`config.mk`:
```
export PLATFORM = sky130hd
export DESIGN_NAME = bf_out_crossbar
export DESIGN_NICKNAME = d
export VERILOG_FILES = /design/src/rtl/ntt_net_pkg.sv /design/src/rtl/ntt_shift_n.sv /design/src/rtl/bf_out_crossbar.sv
export SDC_FILE = /design/constraint.sdc
export NUM_CORES = 1
export LEC_CHECK = 0
export BUFFER_PORTS_ARGS = -buffer_cell sky130_fd_sc_hd__buf_2
export CORE_MARGIN = 2
export CORE_UTILIZATION = 50
export CTS_BUF_LIST = sky130_fd_sc_hd__clkbuf_16
export DETAILED_ROUTE_END_ITERATION = 7
export PLACE_DENSITY = 0.73
export SYNTH_ARGS = -nofsm -noshare
export SYNTH_HDL_FRONTEND = slang
export SYNTH_SLANG_ARGS = --single-unit
export TNS_END_PERCENT = 10
```
`constraint.sdc`:
```
create_clock -name clk -period 1.5 [get_ports clk]
set_input_delay 0.3 -clock clk [delete_from_list [all_inputs] [get_ports clk]]
set_output_delay 0.3 -clock clk [all_outputs]
set_load 0.02 [all_outputs]
```
`src/rtl/ntt_net_pkg.sv`:
```
// Shared definitions for the NTT butterfly routing networks.
//   sel_width()    : select-code width for a network fed by n butterflies
//   num_bf_legal() : supported butterfly counts (elaboration-time check)
//   SRC_LOWER/UPPER: meaning of the select-code LSB
package ntt_net_pkg;

    // Select-code LSB: which half of the butterfly result is taken.
    localparam logic SRC_LOWER = 1'b0;
    localparam logic SRC_UPPER = 1'b1;

    // Each butterfly contributes two sources; never narrower than one bit.
    function automatic int sel_width(input int n);
        int w;
        w = $clog2(2 * n);
        return (w < 1) ? 1 : w;
    endfunction

    function automatic bit num_bf_legal(input int n);
        return (n == 1) || (n == 2) || (n == 4) || (n == 8);
    endfunction

endpackage

```
`src/rtl/ntt_shift_n.sv`:
```
// Fixed-depth shift register used to re-align side-band data with a
// pipelined datapath. Shifts every cycle; reset clears every stage.
//   clk  : rising-edge clock
//   rst  : synchronous active-high reset
//   din  : word entering the line
//   dout : word that entered DEPTH cycles earlier
module ntt_shift_n #(
    parameter int WIDTH = 1,
    parameter int DEPTH = 1
) (
    input  logic             clk,
    input  logic             rst,
    input  logic [WIDTH-1:0] din,
    output logic [WIDTH-1:0] dout
);

    logic [DEPTH-1:0][WIDTH-1:0] stage;

    always_ff @(posedge clk) begin
        if (rst) begin
            stage <= '0;
        end else begin
            stage[0] <= din;
            for (int i = 1; i < DEPTH; i++) begin
                stage[i] <= stage[i-1];
            end
        end
    end

    assign dout = stage[DEPTH-1];

endmodule

```
`src/rtl/bf_out_crossbar.sv`:
```
// Output permutation network for the NTT butterfly array. Routes the
// lower/upper results of NUM_BF butterflies onto 2*NUM_BF bank write lanes
// using per-lane select codes that are delayed by SEL_DELAY cycles to line
// up with the butterfly pipeline.
//   clk, rst     : clock, synchronous active-high reset
//   sel_valid    : select set issued this cycle
//   sel          : lane j code at [j*SELW +: SELW]; code s -> bf s>>1, s[0]=upper
//   bf_upper/low : butterfly b result at [b*DATA_WIDTH +: DATA_WIDTH]
//   bf_valid     : butterfly outputs valid (checked only, never gates routing)
//   err_clr      : clears sticky error flags
//   dout         : lane j at [j*DATA_WIDTH +: DATA_WIDTH], held between sets
//   dout_valid   : dout updated with a new routed set
//   err_conflict : sticky, two lanes picked the same source
//   err_align    : sticky, bf_valid disagreed with the delayed sel_valid
module bf_out_crossbar
    import ntt_net_pkg::*;
#(
    parameter int DATA_WIDTH = 12,
    parameter int NUM_BF     = 2,
    parameter int SEL_DELAY  = 13
) (
    input  logic                                clk,
    input  logic                                rst,
    input  logic                                sel_valid,
    input  logic [2*NUM_BF*sel_width(NUM_BF)-1:0] sel,
    input  logic [NUM_BF*DATA_WIDTH-1:0]        bf_upper,
    input  logic [NUM_BF*DATA_WIDTH-1:0]        bf_lower,
    input  logic                                bf_valid,
    input  logic                                err_clr,
    output logic [2*NUM_BF*DATA_WIDTH-1:0]      dout,
    output logic                                dout_valid,
    output logic                                err_conflict,
    output logic                                err_align
);

    localparam int SELW  = sel_width(NUM_BF);
    localparam int LANES = 2 * NUM_BF;
    localparam int BW    = (NUM_BF > 1) ? $clog2(NUM_BF) : 1;

    if (!num_bf_legal(NUM_BF)) begin : g_bad_num_bf
        $error("bf_out_crossbar: NUM_BF must be 1, 2, 4 or 8");
    end
    if (SEL_DELAY < 1) begin : g_bad_delay
        $error("bf_out_crossbar: SEL_DELAY must be at least 1");
    end

    // Delayed select set: dv marks the route cycle.
    logic                       dv;
    logic [LANES-1:0][SELW-1:0] ds;
    logic [LANES*SELW:0]        tap;

    ntt_shift_n #(
        .WIDTH(LANES * SELW + 1),
        .DEPTH(SEL_DELAY)
    ) u_sel_dly (
        .clk  (clk),
        .rst  (rst),
        .din  ({sel_valid, sel}),
        .dout (tap)
    );

    assign {dv, ds} = tap;

    logic [NUM_BF-1:0][DATA_WIDTH-1:0] upper_a;
    logic [NUM_BF-1:0][DATA_WIDTH-1:0] lower_a;
    assign upper_a = bf_upper;
    assign lower_a = bf_lower;

    logic [DATA_WIDTH-1:0] routed [LANES];

    for (genvar j = 0; j < LANES; j++) begin : g_lane
        logic [SELW-1:0] code;
        logic [BW-1:0]   bsel;
        assign code = ds[j];
        if (NUM_BF == 1) begin : g_one
            assign bsel = '0;
        end else begin : g_many
            assign bsel = code[SELW-1:1];
        end
        assign routed[j] = (code[0] == SRC_UPPER) ? upper_a[bsel] : lower_a[bsel];
    end

    // All lane pairs compared in one cycle; duplicates still get routed.
    logic conflict;
    always_comb begin
        conflict = 1'b0;
        for (int i = 0; i < LANES; i++) begin
            for (int k = i + 1; k < LANES; k++) begin
                if (ds[i] == ds[k]) conflict = 1'b1;
            end
        end
    end

    always_ff @(posedge clk) begin
        if (rst) begin
            dout         <= '0;
            dout_valid   <= 1'b0;
            err_conflict <= 1'b0;
            err_align    <= 1'b0;
        end else begin
            dout_valid <= dv;
            if (dv) begin
                for (int j = 0; j < LANES; j++) begin
                    dout[j*DATA_WIDTH +: DATA_WIDTH] <= routed[j];
                end
            end
            // A new error in the clear cycle keeps the flag set.
            err_conflict <= (dv & conflict) | (err_conflict & ~err_clr);
            err_align    <= (bf_valid != dv) | (err_align & ~err_clr);
        end
    end

endmodule

```
==> key figures, run 1 <==
Run status
  • Status: completed

Critical path
  • Crit-path max FO: 15
  • Register-to-Register Path Depth: 4
  • CP Launch Point: u_sel_dly.dout[1]$_SDFF_PP0_
  • FF-to-FF Start: u_sel_dly.dout[1]$_SDFF_PP0_
  • Reg2Reg Capture Point: dout[0]$_SDFFE_PP0P_
  • CP Data Arrival Time: 1.74 ns
  • CP Launch Type: flip-flop
  • Worst EP required: 1.79 ns
  • CP Capture Type: flip-flop
  • Flop2flop setup slack: 0.06 ns
  • Crit Path Class: flip-flop to flip-flop

Timing
  • Least-Margin Pin Slew: 0.386 ns
  • Final min period: 1.44 ns
  • Fin worst setup slack: 0.0555 ns
  • TNS Setup: 0 ns
  • Final Hold Viols: 0
  • Max Slew Vio Count: 0
  • Fin crit share: 0.963
  • Setup Skew: 0.00580 ns
  • Slew headroom: 0.742
  • Fmax: 692 MHz
  • Final setup fails: 0
  • RSZ-0062 raised after global routing: yes

Global routing
  • Pin count of the biggest net entering global routing: 43
  • Global Route met2 Usage: 0.311
  • First-pass GRT wire length: 19.3 mm
  • Met3 Usage GRT: 0.0566
  • Vias in the first global route: 3992
  • Initial antenna violation count: 0
  • Busiest grt layer: met2
  • Overall Global Routing Usage: 0.188
  • Overflow after GRT: 0
  • Grt met1 use: 0.229

Clocking
  • # hold bufs at CTS: 0
  • CTS root buf: clkbuf_16
  • CTS buffer count: 17
  • Longest Clk Path Bufs: 2
  • H-tree levels: 4
  • CTS tree: done
  • Clock Latency Late Sink: 0.42 ns
  • Post-CTS setup buffers: 0
  • Post-CTS Resized: 0
  • CTS clock-pin slew for the worst setup and hold paths: 0.06 ns
  • Clock sink total: 168

Detailed routing
  • Drt via density: 5.05
  • Vias after detailed routing: 3956
  • Antenna Nets Post-Route: 0
  • Router iterations before antenna repair: 4
  • DR iter-0 viols: 173
  • Total wire length: 11.8 mm
  • WL/cell: 15.0 um
  • DRC: 0

Place
  • IO buf count: 111
  • RePlAce Congestion: 0.798
  • Inst Count DP: 754
  • Pre-CTS WS: 0.0422 ns
  • Estimated wirelength of the detail-placed design: 8.05 mm

Floorplan
  • Die width: 117 um
  • Die Footprint: 13600 um^2
  • I/O pins: 112
  • Cell Rows: 41
  • Core Box Area: 12500 um^2
  • Die Height: 117 um
  • Initial Util: 0.507

Power
  • Leakage power: 0.00312 uW
  • Worst VDD drop: 1040 uV
  • Tot Pwr: 8730 uW
  • Pwr Density: 1140 nW/um^2

Min path
  • Worst Hold Class: primary input to flip-flop
  • Worst Hold Path EP: u_sel_dly.stage[4]$_SDFF_PP0_
  • Hold Path Origin: sel[4]
  • Hold path depth: 2

Final layout
  • Post-Layout Cell Count: 784
  • Fin util: 0.614
  • Synth-to-Final Area Change: 21.0%
  • Layout cell share with drive strength beyond 1: 0.309
  • ANT cells: 0
  • Register area: 3370 um^2
  • Fin nets: 662
  • Most frequent cells in the layout: 165 x dfxtp_1, 118 x nor2b_1, 110 x buf_2, 49 x nor2_1, 48 x mux2i_1
  • Fillers: 1038
  • Commonest non-fill, non-tap cell in the layout: dfxtp_1
  • Area of the multi-input gates: 2720 um^2

Synthesis
  • Yosys reg bits: 168
  • Yosys Warn Count: 0
  • Cell Area, Synth: 6350 um^2
  • Mean Syn Cell Area: 12.9 um^2
  • Cell variety after synth: 19
  • Mapped Cells: 492
  • Synth Net Count: 553
  • Sequential share of the synthesized area: 0.530

Run
  • MaxCap Viol Count: 0
-- through the flow --
stage / instance area (um^2) / hold WS [ns]
floorplan: 6350 / 0.414
global placement: 7150 / 0.415
detailed placement: 7150 / 0.420
CTS: 7670 / 0.0717
global route: 7690 / 0.0838
finish: 7690 / 0.0896
-- worst max-delay path, cell delays in order, from the launching register on --
cell	delay [ns]
dfxtp_1	0.35
buf_12	0.18
mux4_1	0.57
mux2i_1	0.16
nor2_1	0.05
-- logic make-up (layout without fill, tap and decap cells) --
group / count (synthesis) / count (layout) / synth area share
compound gates: 5 / 5 / 0.00493
xor+xnor: 13 / 13 / 0.0179
buf+inv: 40 / 160 / 0.0424
flops: 168 / 168 / 0.530
mux: 96 / 96 / 0.258
simple gates: 170 / 170 / 0.147
-- area by class of cell --
type	instances	area share
timing repair buffer	130	0.113
tap	172	0.0280
multi-input combinational	284	0.354
sequential	168	0.438
clock buffer	17	0.0553
clock inverter	13	0.0124
-- flip-flops by register name, indices dropped and copies added, names as in the netlist --
name and count:
err_conflict 1, err_align 1, u_sel_dly.dout 9, dout_valid 1, dout 48, u_sel_dly.stage 108
-- cell usage after synthesis, drive strengths merged --
master  count  share of area
xnor2       1         0.0014
o22ai       3         0.0030
nor2b     118           0.12
clkbuf     16         0.0095
xor2       12          0.017
a21oi       1        0.00079
nor2       49          0.029
dfxtp     168           0.53
o31ai       1         0.0012
nand2b      1        0.00099
buf        24          0.033
mux2i      48          0.076
mux4       48           0.18
nand2       2         0.0012
-- power breakdown --
group	switching, uW	internal, uW	leakage [uW]
Combinational	170	191	0.00150
Sequential	7.99	4500	0.00136
Clock	1740	2110	0.000256
Total	1920	6800	0.00312
-- layer usage --
metal,part of all wire,vias up,wire length [um]
met5,0,-,0
met1,0.43,1925,5020
met2,0.50,116,5860
li1,-,1894,-
met4,0.020,0,232
met3,0.057,21,674
-- how the worst max path moves through the flow --
stage          slack [ns]  cells after the start               endpoint
2_1_floorplan        0.16                      5  dout[40]$_SDFFE_PP0P_
3_3_place_gp         0.09                      4  dout[25]$_SDFFE_PP0P_
3_5_place_dp         0.04                      4   dout[0]$_SDFFE_PP0P_
4_1_cts              0.02                      4  dout[37]$_SDFFE_PP0P_
5_1_grt            -0.006                      4  dout[36]$_SDFFE_PP0P_
6_report             0.06                      4   dout[0]$_SDFFE_PP0P_
No activity file was read; power rests on OpenSTA's default activity.
==> run 2, diff against run 1 <==
--- a/config.mk
+++ b/config.mk
@@ -11,6 +11,7 @@
 export CTS_BUF_LIST = sky130_fd_sc_hd__clkbuf_16
 export DETAILED_ROUTE_END_ITERATION = 7
 export PLACE_DENSITY = 0.73
+export RECOVER_POWER = 100
 export SYNTH_ARGS = -nofsm -noshare
 export SYNTH_HDL_FRONTEND = slang
 export SYNTH_SLANG_ARGS = --single-unit
==> key figures, run 2 (synthesized netlist as in run 1, its figures left out) <==
Floorplan
  • I/O pins: 112 (unchanged)
  • Die width: 117 um (unchanged)
  • Core Box Area: 12500 um^2 (unchanged)
  • Initial Util: 0.507 (unchanged)
  • Die Height: 117 um (unchanged)
  • Cell Rows: 41 (unchanged)
  • Die Footprint: 13600 um^2 (unchanged)

Detailed routing
  • Drt via density: 5.05 (unchanged)
  • Total wire length: 11.8 mm (+0.23%)
  • DR iter-0 viols: 150 (-13%)
  • Router iterations before antenna repair: 4 (unchanged)
  • Antenna Nets Post-Route: 0 (unchanged)
  • DRC: 0 (unchanged)
  • Vias after detailed routing: 3956 (unchanged)
  • WL/cell: 15.1 um (+0.23%)

Critical path
  • FF-to-FF Start: u_sel_dly.dout[1]$_SDFF_PP0_
  • CP Capture Type: flip-flop
  • CP max stage cell: mux4_1
  • Crit Path Class: flip-flop to flip-flop
  • Reg2Reg Capture Point: dout[0]$_SDFFE_PP0P_
  • CP Launch Type: flip-flop
  • Flop2flop setup slack: 0.05 ns (about the same)
  • Worst EP required: 1.79 ns (about the same)
  • CP Data Arrival Time: 1.74 ns (about the same)
  • Critical path, cell by cell: buf_12 -> mux4_1 -> mux2i_1 -> nor2_1
  • Register-to-Register Path Depth: 4 (unchanged)
  • Crit-path max FO: 15 (unchanged)
  • Max stage delay on crit path: 0.57 ns (about the same)

Min path
  • Hold path depth: 2 (unchanged)
  • Hold Path Origin: sel[4]
  • Worst Hold Path EP: u_sel_dly.stage[4]$_SDFF_PP0_
  • Worst Hold Class: primary input to flip-flop

Final layout
  • Fillers: 1072 (+3.3%)
  • Biggest regs: u_sel_dly.stage x108, dout x48, u_sel_dly.dout x9
  • Fin nets: 662 (unchanged)
  • Synth-to-Final Area Change: 19.4%
  • Most frequent cells in the layout: 165 x dfxtp_1, 118 x nor2b_1, 59 x buf_2, 53 x clkbuf_1, 49 x nor2_1
  • Layout cell share with drive strength beyond 1: 0.222 (-0.0866)
  • Commonest non-fill, non-tap cell in the layout: dfxtp_1
  • Biggest register: u_sel_dly.stage
  • ANT cells: 0 (unchanged)
  • Max reg flops: 108 (unchanged)

Clocking
  • Longest Clk Path Bufs: 2 (unchanged)
  • CTS root buf: clkbuf_16
  • CTS clock-pin slew for the worst setup and hold paths: 0.06 ns (about the same)
  • Clock Latency Late Sink: 0.42 ns (about the same)
  • Clock sink total: 168 (unchanged)
  • CTS buffer count: 17 (unchanged)
  • H-tree levels: 4 (unchanged)
  • CTS tree: done

Place
  • RePlAce Congestion: 0.798 (unchanged)
  • Estimated wirelength of the detail-placed design: 8.05 mm (unchanged)
  • IO buf count: 111 (unchanged)

Power
  • Net Sw Frac: 0.220 (about the same)
  • Combinational fraction of design power: 0.040 (about the same)
  • Flop pwr share: 0.517 (about the same)
  • Int Power: 6790 uW (-0.15%)
  • Clk pwr share: 0.443 (about the same)
  • Switching pwr: 1920 uW (-0.16%)
  • Leakage power: 0.00287 uW (-7.8%)
  • Pwr Density: 1150 nW/um^2 (+1.2%)
  • Worst VDD drop: 1020 uV (-1.2%)

Global routing
  • Vias in the first global route: 3992 (unchanged)
  • Overflow after GRT: 0 (unchanged)
  • Initial antenna violation count: 0 (unchanged)
  • First-pass GRT wire length: 19.3 mm (unchanged)
  • Pin count of the biggest net entering global routing: 43 (unchanged)
  • Overall Global Routing Usage: 0.188 (unchanged)
  • Met3 Usage GRT: 0.0566 (unchanged)
  • Busiest grt layer: met2
  • Global Route met2 Usage: 0.311 (unchanged)
  • Grt met1 use: 0.229 (unchanged)

Run status
  • Status: completed

Timing
  • Fin crit share: 0.965 (+0.00189)
  • Slew headroom: 0.348 (-0.394)
  • Setup Skew: 0.00600 ns (+0.000202 ns)
  • RSZ-0062 raised after global routing: yes
  • Worst-case hold slack: 0.0897 ns (+0.0000191 ns)
  • Final setup fails: 0 (unchanged)
  • TNS Setup: 0 ns (unchanged)
  • Final min period: 1.45 ns (+0.00283 ns)
  • Max Slew Vio Count: 0 (unchanged)
  • Least-Margin Pin Slew: 0.978 ns (+0.592 ns)
  • Fmax: 691 MHz (-0.20%)
  • Final Hold Viols: 0 (unchanged)

Run
  • MaxCap Viol Count: 0 (unchanged)
==> run 2: cell types whose count changed in the layout (fill, tap and decap cells not counted) <==
cell / previous run / this run
clkbuf_2: 0 / 2
buf_12: 12 / 10
clkbuf_1: 0 / 53
buf_2: 110 / 59
buf_4: 5 / 3
==> run 2: per-stage QoR <==
| step | power (uW) | instance area (um^2) | instances | setup WS (ns) | utilization |
|---|---|---|---|---|---|
| floorplan | 4790 | 6350 | 492 | 0.157 | - |
| global placement | 4950 | 7150 | 754 | 0.0884 | 0.571 |
| detailed placement | 4970 | 7150 | 754 | 0.0422 | 0.571 |
| CTS | 8820 | 7670 | 784 | 0.0195 | 0.613 |
| global route | 9030 | 7580 | 784 | -0.00663 | 0.606 |
| finish | 8710 | 7580 | 784 | 0.0527 | 0.606 |
==> run 2: power groups by stage <==
stage	registers [uW]	clock network (uW)	logic [uW]
floorplan	4610	0	186
global placement	4610	0	347
detailed placement	4610	0	360
CTS	4510	3940	363
global route	4510	4140	384
finish	4510	3860	349
==> run 2: worst max-delay path by stage <==
stage / cells after the start / slack [ns] / endpoint / startpoint
CTS: 4 / 0.02 / dout[37]$_SDFFE_PP0P_ / u_sel_dly.dout[7]$_SDFF_PP0_
finish: 4 / 0.05 / dout[0]$_SDFFE_PP0P_ / u_sel_dly.dout[1]$_SDFF_PP0_
detailed placement: 4 / 0.04 / dout[0]$_SDFFE_PP0P_ / u_sel_dly.dout[1]$_SDFF_PP0_
floorplan: 5 / 0.16 / dout[40]$_SDFFE_PP0P_ / u_sel_dly.dout[7]$_SDFF_PP0_
global route: 4 / -0.007 / dout[36]$_SDFFE_PP0P_ / u_sel_dly.dout[7]$_SDFF_PP0_
global placement: 4 / 0.09 / dout[25]$_SDFFE_PP0P_ / u_sel_dly.dout[5]$_SDFF_PP0_
==> run 2: repair_timing <==
item,4_1_cts,5_1_grt
gates resized for setup,0,6
setup endpoints to repair,0,12
hold buffers,0,0
buffers inserted,0,0
==> run 2: critical path: cells and delay by family (launching register included) <==
kind | cells | cell delay [ns]
mux | 2 | 0.73
flops | 1 | 0.35
simple gates | 1 | 0.06
buf+inv | 1 | 0.18
==> run 2: layout make-up <==
| class | count | area [um^2] | share of cell area |
|---|---|---|---|
| Timing Repair Buffer | 130 | 764 | 0.101 |
| Tap cell | 172 | 215 | 0.0284 |
| Clock inverter | 13 | 95.1 | 0.0125 |
| Sequential cell | 168 | 3370 | 0.444 |
| Clock buffer | 17 | 425 | 0.0561 |
| Multi-Input combinational cell | 284 | 2720 | 0.358 |
==> run 2: per-layer routing <==
layer  part of all wire  wire, um
met5                  0         0
met4              0.020       238
met3              0.054       636
met2               0.50      5860
met1               0.43      5080
